### src/rtl/rv32_mod_decode_queue.sv
// RV32 decode queue: decodes fetched words and buffers them in a small FIFO.
// Define RV32_DECODE_IMM_EN to generate and store the sign-extended immediate.
module rv32_mod_decode_queue #(
  parameter int DEPTH = 2,
  parameter int XLEN  = 32
) (
  input  logic                     clk,
  input  logic                     rstn,
  input  logic                     flush,
  input  logic                     in_valid,
  output logic                     in_ready,
  input  logic [31:0]              in_instruction,
  input  logic [XLEN-1:0]          in_pc,
  output logic                     out_valid,
  input  logic                     out_ready,
  output logic [XLEN-1:0]          out_pc,
  output logic [4:0]               out_rf_read0_index,
  output logic [4:0]               out_rf_read1_index,
  output logic [4:0]               out_rf_write0_index,
  output logic [5:0]               out_instruction_format,
  output logic [4:0]               out_func,
  output logic                     out_is_mem_or_io,
  output logic                     out_is_compressed,
  output logic                     out_illegal,
  output logic [XLEN-1:0]          out_imm,
  output logic [$clog2(DEPTH):0]   count
);

  localparam int AW = $clog2(DEPTH);
  localparam int CW = AW + 1;

  typedef struct packed {
    logic [XLEN-1:0] pc;
    logic [4:0]      rs1;
    logic [4:0]      rs2;
    logic [4:0]      rd;
    logic [5:0]      fmt;
    logic [4:0]      func;
    logic            mem;
    logic            cmp;
    logic            ill;
  } rec_t;

  logic [31:0] inst;
  logic [4:0]  opc;
  logic [2:0]  f3;
  logic        full32;
  logic        known;
  logic        legal;
  logic        f_r, f_i, f_s, f_b, f_u, f_j;
  logic        op_load, op_fence, op_imm, op_auipc;
  logic        op_imm32, op_st, op_op, op_lui;
  logic        op_br, op_jalr, op_jal, op_sys;
  rec_t        d;

  assign inst   = in_instruction;
  assign opc    = inst[6:2];
  assign f3     = inst[14:12];
  assign full32 = inst[1:0] == 2'b11;

  assign op_load  = opc == 5'b00000;
  assign op_fence = opc == 5'b00011;
  assign op_imm   = opc == 5'b00100;
  assign op_auipc = opc == 5'b00101;
  assign op_imm32 = opc == 5'b00110;
  assign op_st    = opc == 5'b01000;
  assign op_op    = opc == 5'b01100;
  assign op_lui   = opc == 5'b01101;
  assign op_br    = opc == 5'b11000;
  assign op_jalr  = opc == 5'b11001;
  assign op_jal   = opc == 5'b11011;
  assign op_sys   = opc == 5'b11100;

  always_comb begin
    f_r   = 1'b0;
    f_i   = 1'b0;
    f_s   = 1'b0;
    f_b   = 1'b0;
    f_u   = 1'b0;
    f_j   = 1'b0;
    known = 1'b1;
    unique case (1'b1)
      op_load, op_fence, op_imm,
      op_imm32, op_jalr, op_sys: f_i = 1'b1;
      op_lui, op_auipc:          f_u = 1'b1;
      op_op:                     f_r = 1'b1;
      op_jal: begin
        f_u = 1'b1;
        f_j = 1'b1;
      end
      op_br: begin
        f_s = 1'b1;
        f_b = 1'b1;
      end
      op_st:                     f_s = 1'b1;
      default:                   known = 1'b0;
    endcase
  end

  assign legal = full32 && known &&
                 (inst != 32'h0) && (inst != 32'hffff_ffff);

  always_comb begin
    d      = '0;
    d.pc   = in_pc;
    d.cmp  = !full32;
    d.ill  = !legal;
    if (legal) begin
      d.rs1  = f_u ? 5'd0 : inst[19:15];
      d.rs2  = (f_u || f_i) ? 5'd0 : inst[24:20];
      d.rd   = f_s ? 5'd0 : inst[11:7];
      d.fmt  = {f_r, f_i, f_s, f_b, f_u, f_j};
      d.func = {op_op & inst[25],
                (op_op | (op_imm & (f3 == 3'b101))) & inst[30],
                f3};
      d.mem  = op_load | op_st;
    end
  end

  logic [AW-1:0] wp, rp;
  logic [CW-1:0] cnt;
  logic          rdy_en;
  logic          push, pop;
  rec_t          mem [DEPTH];
  rec_t          head;

  assign in_ready  = rdy_en && (cnt < CW'(DEPTH));
  assign out_valid = cnt != '0;
  assign push      = in_valid && in_ready && !flush;
  assign pop       = out_valid && out_ready && !flush;
  assign count     = cnt;

  always_ff @(posedge clk or negedge rstn) begin
    if (!rstn) begin
      wp     <= '0;
      rp     <= '0;
      cnt    <= '0;
      rdy_en <= 1'b0;
    end else begin
      rdy_en <= 1'b1;
      if (flush) begin
        wp  <= '0;
        rp  <= '0;
        cnt <= '0;
      end else begin
        if (push) wp <= wp + AW'(1);
        if (pop)  rp <= rp + AW'(1);
        cnt <= cnt + CW'(push) - CW'(pop);
      end
    end
  end

  // Storage needs no reset: reads are masked whenever the queue is empty.
  always_ff @(posedge clk) begin
    if (push) mem[wp] <= d;
  end

  assign head = out_valid ? mem[rp] : '0;

  assign out_pc                 = head.pc;
  assign out_rf_read0_index     = head.rs1;
  assign out_rf_read1_index     = head.rs2;
  assign out_rf_write0_index    = head.rd;
  assign out_instruction_format = head.fmt;
  assign out_func               = head.func;
  assign out_is_mem_or_io       = head.mem;
  assign out_is_compressed      = head.cmp;
  assign out_illegal            = head.ill;

`ifdef RV32_DECODE_IMM_EN
  logic [XLEN-1:0] d_imm;
  logic [XLEN-1:0] imm_q [DEPTH];

  // Branch also flags S, so the B test must come before S.
  always_comb begin
    d_imm = '0;
    if (!legal || f_r) begin
      d_imm = '0;
    end else if (f_j) begin
      d_imm = XLEN'($signed({inst[31], inst[19:12], inst[20],
                             inst[30:21], 1'b0}));
    end else if (f_u) begin
      d_imm = XLEN'($signed({inst[31:12], 12'b0}));
    end else if (f_b) begin
      d_imm = XLEN'($signed({inst[31], inst[7], inst[30:25],
                             inst[11:8], 1'b0}));
    end else if (f_s) begin
      d_imm = XLEN'($signed({inst[31:25], inst[11:7]}));
    end else begin
      d_imm = XLEN'($signed(inst[31:20]));
    end
  end

  always_ff @(posedge clk) begin
    if (push) imm_q[wp] <= d_imm;
  end

  assign out_imm = out_valid ? imm_q[rp] : '0;
`else
  assign out_imm = '0;
`endif

endmodule

### config.mk
export PLATFORM = sky130hd
export DESIGN_NAME = rv32_mod_decode_queue
export DESIGN_NICKNAME = d
export VERILOG_FILES = /design/src/rtl/rv32_mod_decode_queue.sv
export SDC_FILE = /design/constraint.sdc
export NUM_CORES = 1
export LEC_CHECK = 0
export ABC_AREA = 0
export BUFFER_PORTS_ARGS = -buffer_cell sky130_fd_sc_hd__buf_2
export CORE_MARGIN = 2
export CORE_UTILIZATION = 35
export CTS_CLUSTER_DIAMETER = 150
export DETAILED_ROUTE_END_ITERATION = 8
export PLACE_DENSITY_LB_ADDON = 0.08
export SYNTH_ARGS = -nofsm -noshare
export SYNTH_HDL_FRONTEND = slang
export SYNTH_SLANG_ARGS = --single-unit
export TNS_END_PERCENT = 100
### constraint.sdc
create_clock -name clk -period 5.42 [get_ports clk]
set_input_delay 1.355 -clock clk [delete_from_list [all_inputs] [get_ports clk]]
set_output_delay 1.355 -clock clk [all_outputs]
set_load 0.01 [all_outputs]
==> results.ini, run 1 <==
[grt]
grt.overflow.total=0
grt_max_degree=50
grt_pass1_wl_mm=16.7
track_usage=0.136
antenna_found_initial=0
grt_pass1_vias=3258

[floorplanning]
initial_core_util=0.362
ios=166
coreArea_um2=15300
die_w_um=130
rows=45
die_y_um=130
dieArea_um2=16900

[status]
status=finished, final reports clean

[drt]
viasPerCell=4.37
drt_iter0_drc=142
vias=3275
postRouteAntennaNets=0
wl_mm=11.0
wl_per_cell_um=14.7
firstDrtPassIters=6
drc=0

[power]
irDropWorstVdd_mv=0.194
p_leak_nw=2.73
p_switching_uw=572
p_seq_frac=0.448
powerDensity_nw_per_um2=366
switching_share=0.226
pwr-share-comb=0.112
pwr-share-clk=0.440
internal_power_mw=1.95

[finish]
design_area_um2=6900
nets=596
drive_gt1_frac=0.322
syn2layout_area_growth_pct=24.6
insertedDiodeCount=0
postLayoutCoreUtil=0.451

[yosys]
syn_avg_cell_area_um2=14.1
ys_types=41
ys_seq_area_frac=0.684
synth_area_um2=5540
synthCells=394
ys_warn_count=0
ys_ff_latch=127

[place]
hpwl_mm=7.07
numPortBuffers=128
place_ws_ns=2.10
place_congestion=0.739
dpl_cell_area_um2=6310

[timing]
fin_skew_ns=0.00493
fin_ws_ns=1.75
finalSetupTns_ns=0
worst_pin_slew_ns=0.940
finalHoldViolCount=0
rsz0062_at_grt=no
finalSetupViolations=0
fin_crit_ns=3.67
post-route-period-util=0.678
max_freq_ghz=0.272
slew_headroom=0.372
drv_slew=0

[worst_setup_path]
path_max_fanout=49
crit_type=flip-flop to primary output
critPathCaptureType=primary output
setup.worst_path.start_class=flip-flop
cp.arrival_ns=2.32
crit_required_ns=4.07

[clock_network]
post_cts_resized=0
cts_setup_buffers=0
cts_max_path_buffers=2
clkLatencyLatePin_ns=0.40
cts_hold_buf=0
clk_pin_slew_ns=0.05
htreeDepth=4
cts.sink_count=127
cts_tree=done
cts_root_buffer=clkbuf_16
cts_buffers=17

[worst_hold_path]
hold_path_class=flip-flop to flip-flop

[run]
drv_cap=0

power groups by stage:
stage | sequential [mW] | clock [mW] | combinational [mW]
floorplan | 1.13 | 0 | 0.209
global placement | 1.15 | 0 | 0.289
detailed placement | 1.15 | 0 | 0.292
CTS | 1.13 | 1.14 | 0.293
global route | 1.14 | 1.18 | 0.318
finish | 1.13 | 1.11 | 0.284
stage by stage:
step                std cells  total power [mW]  hold slack, ns
global placement          717              1.44           0.618
CTS                       749              2.57           0.669
global route              749              2.64           0.707
finish                    749              2.53           0.656
detailed placement        717              1.44           0.657
floorplan                 425              1.34           0.583
cells in the mapped netlist (all sizes together):
master / instances / area (µm²)
inv: 13 / 48.8
nor4: 2 / 12.5
nand2: 8 / 30.0
o211ai: 1 / 21.3
dfrtp: 5 / 125
o31ai: 1 / 21.3
o311ai: 1 / 26.3
a211o: 1 / 8.76
nor3: 2 / 15.0
nand4: 1 / 6.26
conb: 2 / 7.51
nand4b: 1 / 8.76
and4b: 1 / 10.0
clkbuf: 8 / 30.0
nand3: 5 / 25.0
or4b: 1 / 13.8
and2: 3 / 20.0
mux2i: 61 / 611
a41oi: 1 / 8.76
a31oi: 1 / 6.26
nor4b: 1 / 8.76
or3b: 1 / 8.76
nor2: 89 / 334
xor2: 3 / 26.3
or2: 1 / 6.26
nor2b: 2 / 12.5
xnor2: 2 / 17.5
nor3b: 1 / 18.8
nand3b: 1 / 7.51
edfxtp: 122 / 3660
o21ai: 1 / 5.00
buf: 43 / 302
or3: 1 / 6.26
nand2b: 3 / 18.8
a21oi: 1 / 5.00
ha: 2 / 25.0
a21boi: 1 / 18.8
critical path: stages (launching register included):
cell and delay, ns:
dfrtp_4 0.99, buf_4 0.41, mux2i_1 0.22, nor2_1 0.07, buf_2 0.16
layer usage:
layer  vias to the layer above  wire length, µm  global-route usage
met5                         -                0                   0
met1                      1567             4560               0.156
met3                        14              500              0.0336
met2                       103             5740               0.237
li1                       1591                -                   -
met4                         0              232              0.0702
logic make-up (layout without fill, tap and decap cells):
group / count (synthesis) / count (layout) / share of synthesized area
AO/OA/AOI/OAI: 9 / 9 / 0.0219
buffers and inverters: 64 / 177 / 0.0687
other: 2 / 33 / 0.00136
XOR/XNOR: 5 / 5 / 0.00791
adder cells (fa/ha/maj): 2 / 2 / 0.00452
AND/OR/NAND/NOR: 124 / 124 / 0.102
multiplexers: 61 / 61 / 0.110
flip-flops: 127 / 127 / 0.684
worst paths after layout:
kind / start / endpoint / slack, ns / cells past startpoint
worst max-delay path: rp / out_pc[18] / 1.75 / 4
worst min-delay path: count[1] / count[1] / 0.66 / 2
worst max register to register: count[1] / mem[0][11] / 2.98 / 5
worst min register to register: count[1] / count[1] / 0.66 / 2
max in group asynchronous: rstn / rp / 4.52 / 1
min in group asynchronous: rstn / rp / 0.75 / 1
flip-flops by register name, summed over array words and instances (netlist names):
register	flops
wp	1
mem	122
rp	1
count	2
rdy_en	1
cell type report:
class                   count  area [µm²]
repair buffers            132         696
well taps                 211         264
fillers                  1492        8410
clock buffers              27         513
flip-flops and latches    127        3790
clock inverters             5        77.6
multi-input cells         234        1510
inverters                  13        48.8
cells in the final DEF (no fill, tap or decap), types with 8 or more instances in the layout:
cell | netlist | final
buf_2 | 10 | 128
edfxtp_1 | 122 | 122
nor2_1 | 89 | 86
mux2i_1 | 61 | 61
conb_1 | 2 | 33
clkbuf_16 | 0 | 17
inv_1 | 13 | 13
nand2_1 | 8 | 8
No activity file was read; power rests on OpenSTA's default activity.
==> inputs of run 2 (changes only) <==
clock period = 3.5 ns   (was 5.42 ns; I/O delays follow)
==> results.ini, run 2 (synthesis gave the netlist of run 1 again) <==
[finish]
drive_gt1_frac=0.319
layout_common_cells=buf_2 (128), edfxtp_1 (122), nor2_1 (86)
nets=600
top_register=mem
nFillCells=1480
postLayoutCoreUtil=0.446
largest_register_ffs=122
insertedDiodeCount=0
syn2layout_area_growth_pct=23.4
mostFrequentLayoutCell=buf_2

[floorplanning]
rows=45
die_w_um=130
dieArea_um2=16900
initial_core_util=0.362
coreArea_um2=15300
die_y_um=130
ios=166

[grt]
grt_pass1_wl_mm=16.8
grt_max_degree=45
antenna_found_initial=0
grt_pass1_vias=3320
track_usage=0.136
grt.overflow.total=0

[worst_setup_path]
r2r_end=count[1]
ff2ff_path_depth=11
setup.worst_path.start_class=flip-flop
path_max_fanout=22
crit_chain=buf_4 -> mux2i_1 -> nor2_1 -> buf_2
slowest_delay_ns=0.51
cpMaxStageDelayCell=dfrtp_4
reg2reg_from=count[0]
cp-startpoint=rp
cp.arrival_ns=1.80
critPathCaptureType=primary output
crit_buf_inv=2
crit_type=flip-flop to primary output
path_depth=4
r2r_slack_ns=1.35
critPathTopFamily=buffers and inverters
crit_end=out_pc[16]
crit_required_ns=2.62

[timing]
fin_skew_ns=0.00526
finalSetupTns_ns=0
rsz0062_at_grt=no
slew_headroom=0.557
post-route-period-util=0.764
finalSetupViolations=0
fin_crit_ns=2.67
max_freq_ghz=0.374
finalHoldViolCount=0
drv_slew=0
worst_pin_slew_ns=0.664

[clock_network]
htreeDepth=4
cts_tree=done
post_cts_resized=0
cts_max_path_buffers=2
cts_buffers=17
cts_setup_buffers=0
cts.sink_count=127
cts_root_buffer=clkbuf_16
clkLatencyLatePin_ns=0.40
cts_hold_buf=0
clk_pin_slew_ns=0.05

[drt]
wl_mm=10.9
drc=0
wl_per_cell_um=14.5
postRouteAntennaNets=0
viasPerCell=4.41
firstDrtPassIters=4
vias=3315
drt_iter0_drc=90

[power]
p_seq_frac=0.464
pwr-share-comb=0.128
p_switching_uw=882
p_leak_nw=2.71
powerDensity_nw_per_um2=544
internal_power_mw=2.83
irDropWorstVdd_mv=0.288
switching_share=0.237
pwr-share-clk=0.408

[place]
numPortBuffers=128
place_congestion=0.715
hpwl_mm=7.04

[worst_hold_path]
hold_path_class=input pin to asynchronous set/reset pin

[run]
drv_cap=0

[status]
status=finished, final reports clean

## run 2: cell types whose count changed in the layout (fill, tap and decap cells not counted)
| cell | change |
|---|---|
| buf_4 | +5 |
| buf_12 | -1 |
| bufinv_16 | -1 |
| clkinv_2 | +1 |
| clkbuf_8 | -5 |
| clkbuf_1 | -4 |
| clkinv_1 | +7 |
## run 2: worst min path at each step
stage | start | slack (ns) | cells past startpoint | end
2_1_floorplan | rstn | 0.58 | 0 | count[0]
5_1_grt | rstn | 0.26 | 1 | rdy_en
6_report | rstn | 0.28 | 1 | rdy_en
4_1_cts | rstn | 0.26 | 1 | rdy_en
3_3_place_gp | count[1] | 0.63 | 2 | count[1]
3_5_place_dp | count[1] | 0.63 | 2 | count[1]
## run 2: final cells by class
cell class                      count  area, µm²  share of cell area
Sequential cell                   127       3790               0.555
Timing Repair Buffer              136        713               0.104
Multi-Input combinational cell    234       1510               0.221
Tap cell                          211        264              0.0386
Clock buffer                       18        429              0.0628
Inverter                           13       48.8             0.00714
Clock inverter                     12       78.8              0.0115
## run 2: metrics by stage
step	power (mW)	hold WS (ns)	std cells	cell area (µm²)	worst slack, ns
detailed placement	2.24	0.633	721	6330	1.03
floorplan	2.07	0.579	425	5660	-0.779
global route	3.89	0.263	751	6840	0.691
global placement	2.24	0.627	721	6330	1.06
finish	3.72	0.278	751	6840	0.827
CTS	3.77	0.256	751	6840	0.779
## run 2: layer usage
layer | global-route usage | part of all wire
met5 | 0 | 0
met4 | 0.0607 | 0.015
met3 | 0.0390 | 0.046
met2 | 0.231 | 0.51
met1 | 0.162 | 0.43
## run 2: power groups by stage
stage                     sequential [mW]  combinational, mW  clock (mW)
final                                1.72              0.476        1.52
after global routing                 1.73              0.530        1.63
after CTS                            1.72              0.490        1.56
after detailed placement             1.75              0.488           0
after global placement               1.75              0.485           0
after floorplan                      1.75              0.324           0
## run 2: worst register-to-register path, stage by stage (launching register included)
cell and delay [ns]:
dfrtp_1 0.42, nor2_4 0.12, buf_4 0.35, inv_1 0.11
nand2_1 0.14, nor2_1 0.06, ha_1 0.29, inv_1 0.06
ha_1 0.14, xor2_1 0.17, xnor2_1 0.13, nor2_1 0.05
==> inputs of run 3 (changes only) <==
clock period = 2.5 ns   (was 3.5 ns; I/O delays follow)
==> results.ini, run 3 (synthesis gave the netlist of run 1 again) <==
[run]
drv_cap=0

[clock_network]
cts_buffers=17
htreeDepth=4
cts_hold_buf=0
clk_pin_slew_ns=0.06
cts_root_buffer=clkbuf_16
cts_max_path_buffers=2
cts.sink_count=127
clkLatencyLatePin_ns=0.41
cts_tree=done

[place]
hpwl_mm=7.11
dpl_cell_area_um2=6360
dp_cells=722
numPortBuffers=128
place_ws_ns=0.311
place_congestion=0.758

[grt]
grt.met2_usage=0.231
grt_max_degree=38
antenna_found_initial=0
track_usage=0.134
gr-usage-met1=0.156
grt_pass1_wl_mm=16.5
top_usage_layer=met2
grt_pass1_vias=3286
grt.overflow.total=0
use_met3=0.0336

[floorplanning]
coreArea_um2=15300
ios=166
die_y_um=130
rows=45
initial_core_util=0.362
dieArea_um2=16900
die_w_um=130

[finish]
finalNonFillerCells=754
design_area_um2=6900
syn2layout_area_growth_pct=24.6
mostFrequentLayoutCell=buf_2
top_register=mem
nets=601
drive_gt1_frac=0.317
insertedDiodeCount=0
largest_register_ffs=122
layout_common_cells=buf_2 (128), edfxtp_1 (122), nor2_1 (86)

[worst_setup_path]
path_max_fanout=29
setup.worst_path.start_class=flip-flop
crit_type=flip-flop to primary output
critPathCaptureType=primary output
crit_required_ns=1.88
cp.arrival_ns=1.66

[timing]
slew_headroom=0.576
fin_ws_ns=0.216
finalSetupViolations=0
finalHoldViolCount=0
fin_skew_ns=0.00999
rsz0062_at_grt=no
worst_pin_slew_ns=0.631
drv_slew=0
post-route-period-util=0.914
fin_crit_ns=2.28
max_freq_ghz=0.438

[drt]
wl_mm=11.1
firstDrtPassIters=4
postRouteAntennaNets=0
vias=3349
drc=0
wl_per_cell_um=14.7
viasPerCell=4.44
drt_iter0_drc=93

[power]
irDropWorstVdd_mv=0.411
p_leak_nw=2.73
finalPower_mw=5.35
powerDensity_nw_per_um2=775

[worst_hold_path]
hold_path_class=input pin to asynchronous set/reset pin

[status]
status=finished, final reports clean

## run 3: worst max-delay path, cell delays in order (launching register included)
cell,delay (ns)
dfrtp_1,0.44
nor2_4,0.14
buf_4,0.37
nor2_1,0.13
buf_2,0.17
## run 3: cell type report
class                      count  area [µm²]
clock inverter                10        95.1
inverter                      13        48.8
clock buffer                  22         444
timing repair buffer         137         749
sequential                   127        3790
tap                          211         264
fill                        1459        8410
multi-input combinational    234        1510
## run 3: final timing paths
kind	endpoint	depth (start not counted)	from	slack (ns)
worst max-delay path	out_rf_write0_index[4]	4	count[1]	0.22
worst min-delay path	rdy_en	1	rstn	0.02
worst max register to register	count[1]	9	count[1]	0.45
worst min register to register	count[1]	2	count[1]	0.66
max in group asynchronous	rp	1	rstn	2.32
min in group clk	mem[0][52]	1	in_pc[23]	0.40
## run 3: layer usage
metal  part of all wire  wire length, µm
met5                  0                0
met4              0.019              216
met3              0.047              526
met2               0.51             5650
met1               0.42             4700
## run 3: metrics by stage
step | setup TNS (ns) | util | hold WS [ns]
after global placement | 0 | 0.415 | 0.448
after CTS | 0 | 0.451 | 0.00722
after global routing | 0 | 0.451 | 0.0113
final | 0 | 0.451 | 0.0226
after detailed placement | 0 | 0.415 | 0.447
after floorplan | -75.57 | - | 0.329
## run 3: timing repair
action                                  4_1_cts  5_1_grt
endpoints found under the setup margin        0        1
setup buffers                                 0        0
resized for setup                             0        1
## run 3: report_power, final
| group | total [mW] | leakage (nW) | switching (mW) | internal, mW |
|---|---|---|---|---|
| sequential | 2.41 | 1.22 | 0.0188 | 2.39 |
| clock | 2.26 | 0.257 | 0.819 | 1.44 |
| combinational | 0.681 | 1.25 | 0.417 | 0.264 |
| total | 5.35 | 2.73 | 1.25 | 4.09 |
